$ cat src/rtl/sr_pq_v2.sv
// sr_pq_v2: shift-register priority queue of up to DEPTH {key,value} entries.
// The queue stays sorted every cycle, and slot 0 (the head) is always shown on kvo.
// Equal keys leave in arrival order. A push and a pop in the same cycle replace
// the head, and this works even when the queue is full.
// Ports:
//   clk, rst_n        clock, asynchronous active-low reset
//   clr               synchronous flush of all entries
//   push, pop, kvi    operation strobes and the {key,value} to insert
//   kvo               head entry, all-zero when empty
//   count/full/empty  occupancy status (registered)
//   overflow          1-cycle pulse: push dropped because the queue was full
//   underflow         1-cycle pulse: pop while empty
module sr_pq_v2 #(
  parameter int unsigned KW        = 4,
  parameter int unsigned VW        = 4,
  parameter int unsigned DEPTH     = 4,
  parameter bit          MIN_FIRST = 1'b0,
  localparam int unsigned CW       = $clog2(DEPTH + 1)
) (
  input  logic             clk,
  input  logic             rst_n,
  input  logic             clr,
  input  logic             push,
  input  logic             pop,
  input  logic [KW+VW-1:0] kvi,
  output logic [KW+VW-1:0] kvo,
  output logic [CW-1:0]    count,
  output logic             full,
  output logic             empty,
  output logic             overflow,
  output logic             underflow
);

  logic [KW-1:0] key_q [DEPTH];
  logic [VW-1:0] val_q [DEPTH];
  logic          vld_q [DEPTH];
  logic [KW-1:0] key_d [DEPTH];
  logic [VW-1:0] val_d [DEPTH];
  logic          vld_d [DEPTH];

  logic [CW-1:0] count_q, count_d;
  logic          full_q, full_d;
  logic          empty_q, empty_d;
  logic          ovf_q, ovf_d;
  logic          unf_q, unf_d;

  // Source array for insertion: the current slots, shifted up by one if the head leaves.
  logic [KW-1:0] src_k [DEPTH];
  logic [VW-1:0] src_v [DEPTH];
  logic          src_ok [DEPTH];
  logic          beats [DEPTH];

  logic [KW-1:0] new_k;
  logic [VW-1:0] new_v;
  logic          pop_eff, push_eff;

  assign new_k = kvi[KW+VW-1:VW];
  assign new_v = kvi[VW-1:0];

  // A pop is taken only when the queue holds something. A push is accepted if there is room, or if the head leaves in the same cycle.
  assign pop_eff  = pop && !empty_q;
  assign push_eff = push && (!full_q || pop_eff);

  // Next-state computation: optional shift-up, then sorted insert.
  always_comb begin
    for (int i = 0; i < DEPTH; i++) begin
      src_k[i]  = key_q[i];
      src_v[i]  = val_q[i];
      src_ok[i] = vld_q[i];
    end
    if (pop_eff) begin
      for (int i = 0; i < DEPTH - 1; i++) begin
        src_k[i]  = key_q[i+1];
        src_v[i]  = val_q[i+1];
        src_ok[i] = vld_q[i+1];
      end
      src_k[DEPTH-1]  = '0;
      src_v[DEPTH-1]  = '0;
      src_ok[DEPTH-1] = 1'b0;
    end

    // Strict compare puts a new key behind existing equal keys. Because the slots are sorted, beats[] is monotonic (once set, it stays set for all later slots).
    for (int i = 0; i < DEPTH; i++) begin
      if (MIN_FIRST) beats[i] = !src_ok[i] || (new_k < src_k[i]);
      else           beats[i] = !src_ok[i] || (new_k > src_k[i]);
    end

    for (int i = 0; i < DEPTH; i++) begin
      key_d[i] = src_k[i];
      val_d[i] = src_v[i];
      vld_d[i] = src_ok[i];
    end
    if (push_eff) begin
      if (beats[0]) begin
        key_d[0] = new_k;
        val_d[0] = new_v;
        vld_d[0] = 1'b1;
      end
      for (int i = 1; i < DEPTH; i++) begin
        if (beats[i-1]) begin
          key_d[i] = src_k[i-1];
          val_d[i] = src_v[i-1];
          vld_d[i] = src_ok[i-1];
        end else if (beats[i]) begin
          key_d[i] = new_k;
          val_d[i] = new_v;
          vld_d[i] = 1'b1;
        end
      end
    end

    count_d = count_q;
    if (push_eff && !pop_eff)      count_d = count_q + CW'(1);
    else if (pop_eff && !push_eff) count_d = count_q - CW'(1);
    ovf_d = push && !push_eff;
    unf_d = pop && empty_q;

    if (clr) begin
      for (int i = 0; i < DEPTH; i++) begin
        key_d[i] = '0;
        val_d[i] = '0;
        vld_d[i] = 1'b0;
      end
      count_d = '0;
      ovf_d   = 1'b0;
      unf_d   = 1'b0;
    end

    full_d  = (count_d == CW'(DEPTH));
    empty_d = (count_d == '0);
  end

  // State registers.
  always_ff @(posedge clk or negedge rst_n) begin
    if (!rst_n) begin
      for (int i = 0; i < DEPTH; i++) begin
        key_q[i] <= '0;
        val_q[i] <= '0;
        vld_q[i] <= 1'b0;
      end
      count_q <= '0;
      full_q  <= 1'b0;
      empty_q <= 1'b1;
      ovf_q   <= 1'b0;
      unf_q   <= 1'b0;
    end else begin
      for (int i = 0; i < DEPTH; i++) begin
        key_q[i] <= key_d[i];
        val_q[i] <= val_d[i];
        vld_q[i] <= vld_d[i];
      end
      count_q <= count_d;
      full_q  <= full_d;
      empty_q <= empty_d;
      ovf_q   <= ovf_d;
      unf_q   <= unf_d;
    end
  end

  // Invalid slots are held at zero, so the head reads all-zero when the queue is empty.
  assign kvo       = {key_q[0], val_q[0]};
  assign count     = count_q;
  assign full      = full_q;
  assign empty     = empty_q;
  assign overflow  = ovf_q;
  assign underflow = unf_q;

endmodule

$ cat config.mk
export PLATFORM = sky130hd
export DESIGN_NAME = sr_pq_v2
export DESIGN_NICKNAME = d
export VERILOG_FILES = /design/src/rtl/sr_pq_v2.sv
export SDC_FILE = /design/constraint.sdc
export NUM_CORES = 1
export LEC_CHECK = 0
export BUFFER_PORTS_ARGS = -buffer_cell sky130_fd_sc_hd__buf_2
export CAP_MARGIN = 20
export CORE_MARGIN = 1.5
export CORE_UTILIZATION = 60
export CTS_CLUSTER_DIAMETER = 50
export DETAILED_ROUTE_END_ITERATION = 6
export PLACE_DENSITY_LB_ADDON = 0.1
export SLEW_MARGIN = 20
export SYNTH_ARGS = -nofsm -noshare
export SYNTH_HDL_FRONTEND = slang
export SYNTH_SLANG_ARGS = --single-unit
$ cat constraint.sdc
create_clock -name clk -period 3 [get_ports clk]
set_input_delay 0.15 -clock clk [delete_from_list [all_inputs] [get_ports clk]]
set_output_delay 0.15 -clock clk [all_outputs]
set_load 0.05 [all_outputs]
==> key figures <==
CTS
  – CTS HTree Levels: 2
  – CTS tree: done
  – Clock Latency Late Sink: 0.30 ns
  – Max Buffers Root-to-Sink: 2
  – Clock transition at path regs: 0.09 ns
  – CTS Buf Count: 5
  – Clock Sinks: 43
  – CTS root buf: clkbuf_8
  – Post-CTS Hold Fix Bufs: 0

Drt
  – Post-detailed-routing wire length: 7.27 mm
  – DR vias: 2574
  – TritonRoute pass-1 iters: 4
  – Residual DRC: 0
  – ANT nets after route: 0
  – Mean number of vias per cell: 6.25
  – Initial drt markers: 172
  – Per-cell routed wire length: 17.6 um

Worst setup path
  – CP dominant cell by count: nand2b_1
  – Worst EP required: 3.21 ns
  – Startpoint Class: flip-flop
  – Crit Path Class: reg2reg
  – CP Max Fanout: 23
  – Critical Path AT: 3.00 ns
  – Worst-path cell chain: nor2b_4, mux2i_1, ha_1, nand2b_1, a221oi_1, or3_4, nand2_4, nand2b_1, o21ai_0
  – Crit-path max cell delay: 0.41 ns
  – Crit end category: flip-flop
  – Critical-path top delay cell: or3_4

STA
  – Min Hold Slack: -0.00817 ns
  – Fin Clk Skew: 0.0103 ns
  – Final min period: 2.79 ns
  – Final setup fails: 0
  – Final worst slack: 0.215 ns
  – Final slew viol count: 0
  – RSZ-0062 raised after global routing: no
  – Maximum clock frequency: 359 MHz
  – Worst-margin pin slew: 0.966 ns
  – Hold Fails Final Rpt: 12
  – Final worst path period share: 92.8%
  – Setup TNS: 0 ns
  – Slew HR: 35.6%

Status
  – Status: complete, but fails checks
  – Failing checks: hold timing

Global route
  – Total grt overflow: 0
  – Vias in the first global route: 2441
  – Largest net degree at the start of global routing: 44
  – Initial antenna violation count: 0
  – First-pass GRT wire length: 12.1 mm
  – Aggregate global-route resource usage: 29.1%

Final layout
  – Post-layout util: 67.9%
  – Area growth, synth to finish: 7.94%
  – Fillers: 402
  – Fin nets: 375
  – Ant diodes: 0
  – Final non-filler cell total: 412
  – Share of cells above drive strength 1: 19.4%

Logic synthesis
  – Syn_area_per_cell: 9.26 um^2
  – Synth Flop Type: dfrtp_1
  – EDFF count, synth: 0
  – Post-Syn Instances: 325
  – Syn Nets: 356
  – Netlist cell types: 53
  – Netlist Area Pre-Place: 0.00301 mm^2
  – Yosys reg bits: 43
  – Ys async rst share: 100%
  – Synthesis Warnings: 0
  – Register area share after synthesis: 35.8%

Floorplan
  – Chip width: 73.8 um
  – DIE AREA: 0.00545 mm^2
  – Rows: 25
  – Num ports: 28
  – Die Span Y: 73.8 um
  – Core ar.: 0.00479 mm^2
  – Initial Utilization: 62.9%

Flow run
  – Max-cap violations: 0

Power and ir drop
  – PwrDens: 616 mW/mm^2
  – Max VDD drop: 0.269 mV
  – P_leak: 0.00143 uW
  – Power, Total: 2000 uW

Placement
  – Port bufs: 27
  – GPL Wtd Cong: 0.877
  – DP HPWL: 5.33 mm
  – DP Worst Slack: 0.163 ns
  – Placed Cells: 404

Min path
  – Hold Path Class: in2async
-- registers in the layout, summed over array words and instances, names as in the netlist --
| name | flops |
|---|---|
| vld_q | 4 |
| full | 1 |
| key_q | 12 |
| val_q | 12 |
| empty | 1 |
| count | 3 |
| overflow | 1 |
| underflow | 1 |
| kvo | 8 |
-- worst max-delay path, delay by kind of cell (launching register included) --
kind	cells	cell delay, ns
flops	1	0.40
mux	1	0.38
fa+ha+maj	1	0.32
simple gates	5	1.30
compound gates	2	0.28
-- cells in the mapped netlist, drive strengths merged (6+ instances only) --
cell,n,area [um^2]
dfrtp,42,1050
nand2,30,120
nor3,8,45.0
ha,18,225
clkbuf,8,30.0
a211oi,8,95.1
o21ai,42,210
a32oi,8,70.1
nor2,24,100
mux2i,33,330
o22a,6,52.6
buf,18,131
a21oi,15,78.8
inv,13,48.8
or3,7,48.8
-- worst paths after layout --
check	endpoint	cells after the start	startpoint	slack, ns
min reg2reg	underflow	2	empty	0.52
max in group asynchronous	kvo[0]	1	rst_n	2.40
max	val_q[8]	9	empty	0.21
min in group clk	underflow	3	pop	0.09
min	key_q[6]	1	rst_n	-0.008
max reg2reg	val_q[8]	9	empty	0.21
-- metrics by stage --
step	area (um^2)	hold slack, ns
2_1_floorplan	3010	-0.146
3_3_place_gp	3160	0.365
3_5_place_dp	3160	0.346
4_1_cts	3240	0.0267
5_1_grt	3250	0.0692
6_report	3250	-0.00817
-- metal layers --
metal	vias up	global-route usage (%)	routed length, um
met1	1239	42.1	3430
li1	1221	-	-
met2	96	44.0	3240
met3	18	5.35	446
met4	0	9.26	154
met5	-	0	0
-- layout by cell type (no fill, tap or decap), drive strengths merged, types with 2 or more instances in the layout --
cell / netlist / routed
a311oi: 2 / 2
o21bai: 3 / 3
nand3: 2 / 2
clkbuf: 8 / 6
or3: 7 / 7
o211a: 2 / 2
nand4: 2 / 2
o32a: 3 / 3
a211oi: 8 / 8
o21ai: 42 / 42
ha: 18 / 18
nor3: 8 / 8
dfrtp: 42 / 42
nand2b: 5 / 5
o31ai: 4 / 4
nor2b: 5 / 5
inv: 13 / 13
a32oi: 8 / 8
a21oi: 15 / 15
buf: 18 / 38
mux2i: 33 / 33
nand2: 30 / 30
o22a: 6 / 6
nor2: 24 / 24
-- area by class of cell --
cell class | count | area, um^2 | share of cell area, %
clock buffers | 6 | 72.6 | 2.23
repair buffers | 38 | 218 | 6.70
well taps | 67 | 83.8 | 2.58
inverters | 13 | 48.8 | 1.50
multi-input cells | 243 | 1740 | 53.4
clock inverters | 2 | 12.5 | 0.385
flip-flops and latches | 43 | 1080 | 33.2
-- where the power goes --
group | switching (uW) | leakage, uW | internal [uW] | total [uW]
clock network | 211 | 0.0000412 | 163 | 374
logic | 577 | 0.000814 | 306 | 883
registers | 77.4 | 0.000576 | 668 | 746
-- cells by family (layout without fill, tap and decap cells) --
| kind of cell | Yosys count | after routing | synth area share [%] |
|---|---|---|---|
| xor gates and xnor gates | 2 | 2 | 0.582 |
| adders and majority gates | 18 | 18 | 7.48 |
| DFF | 43 | 43 | 35.8 |
| and+or+nand+nor | 88 | 88 | 14.5 |
| buffers and inverters | 39 | 59 | 6.98 |
| muxes | 34 | 34 | 11.3 |
| AOI/OAI and AO/OA | 101 | 101 | 23.3 |
-- timing repair --
item,4_1_cts,5_1_grt
buffers inserted,0,0
setup endpoints to repair,0,9
resized for setup,0,2
endpoints found under the hold margin,0,0
(Power assumes the default switching activity.)
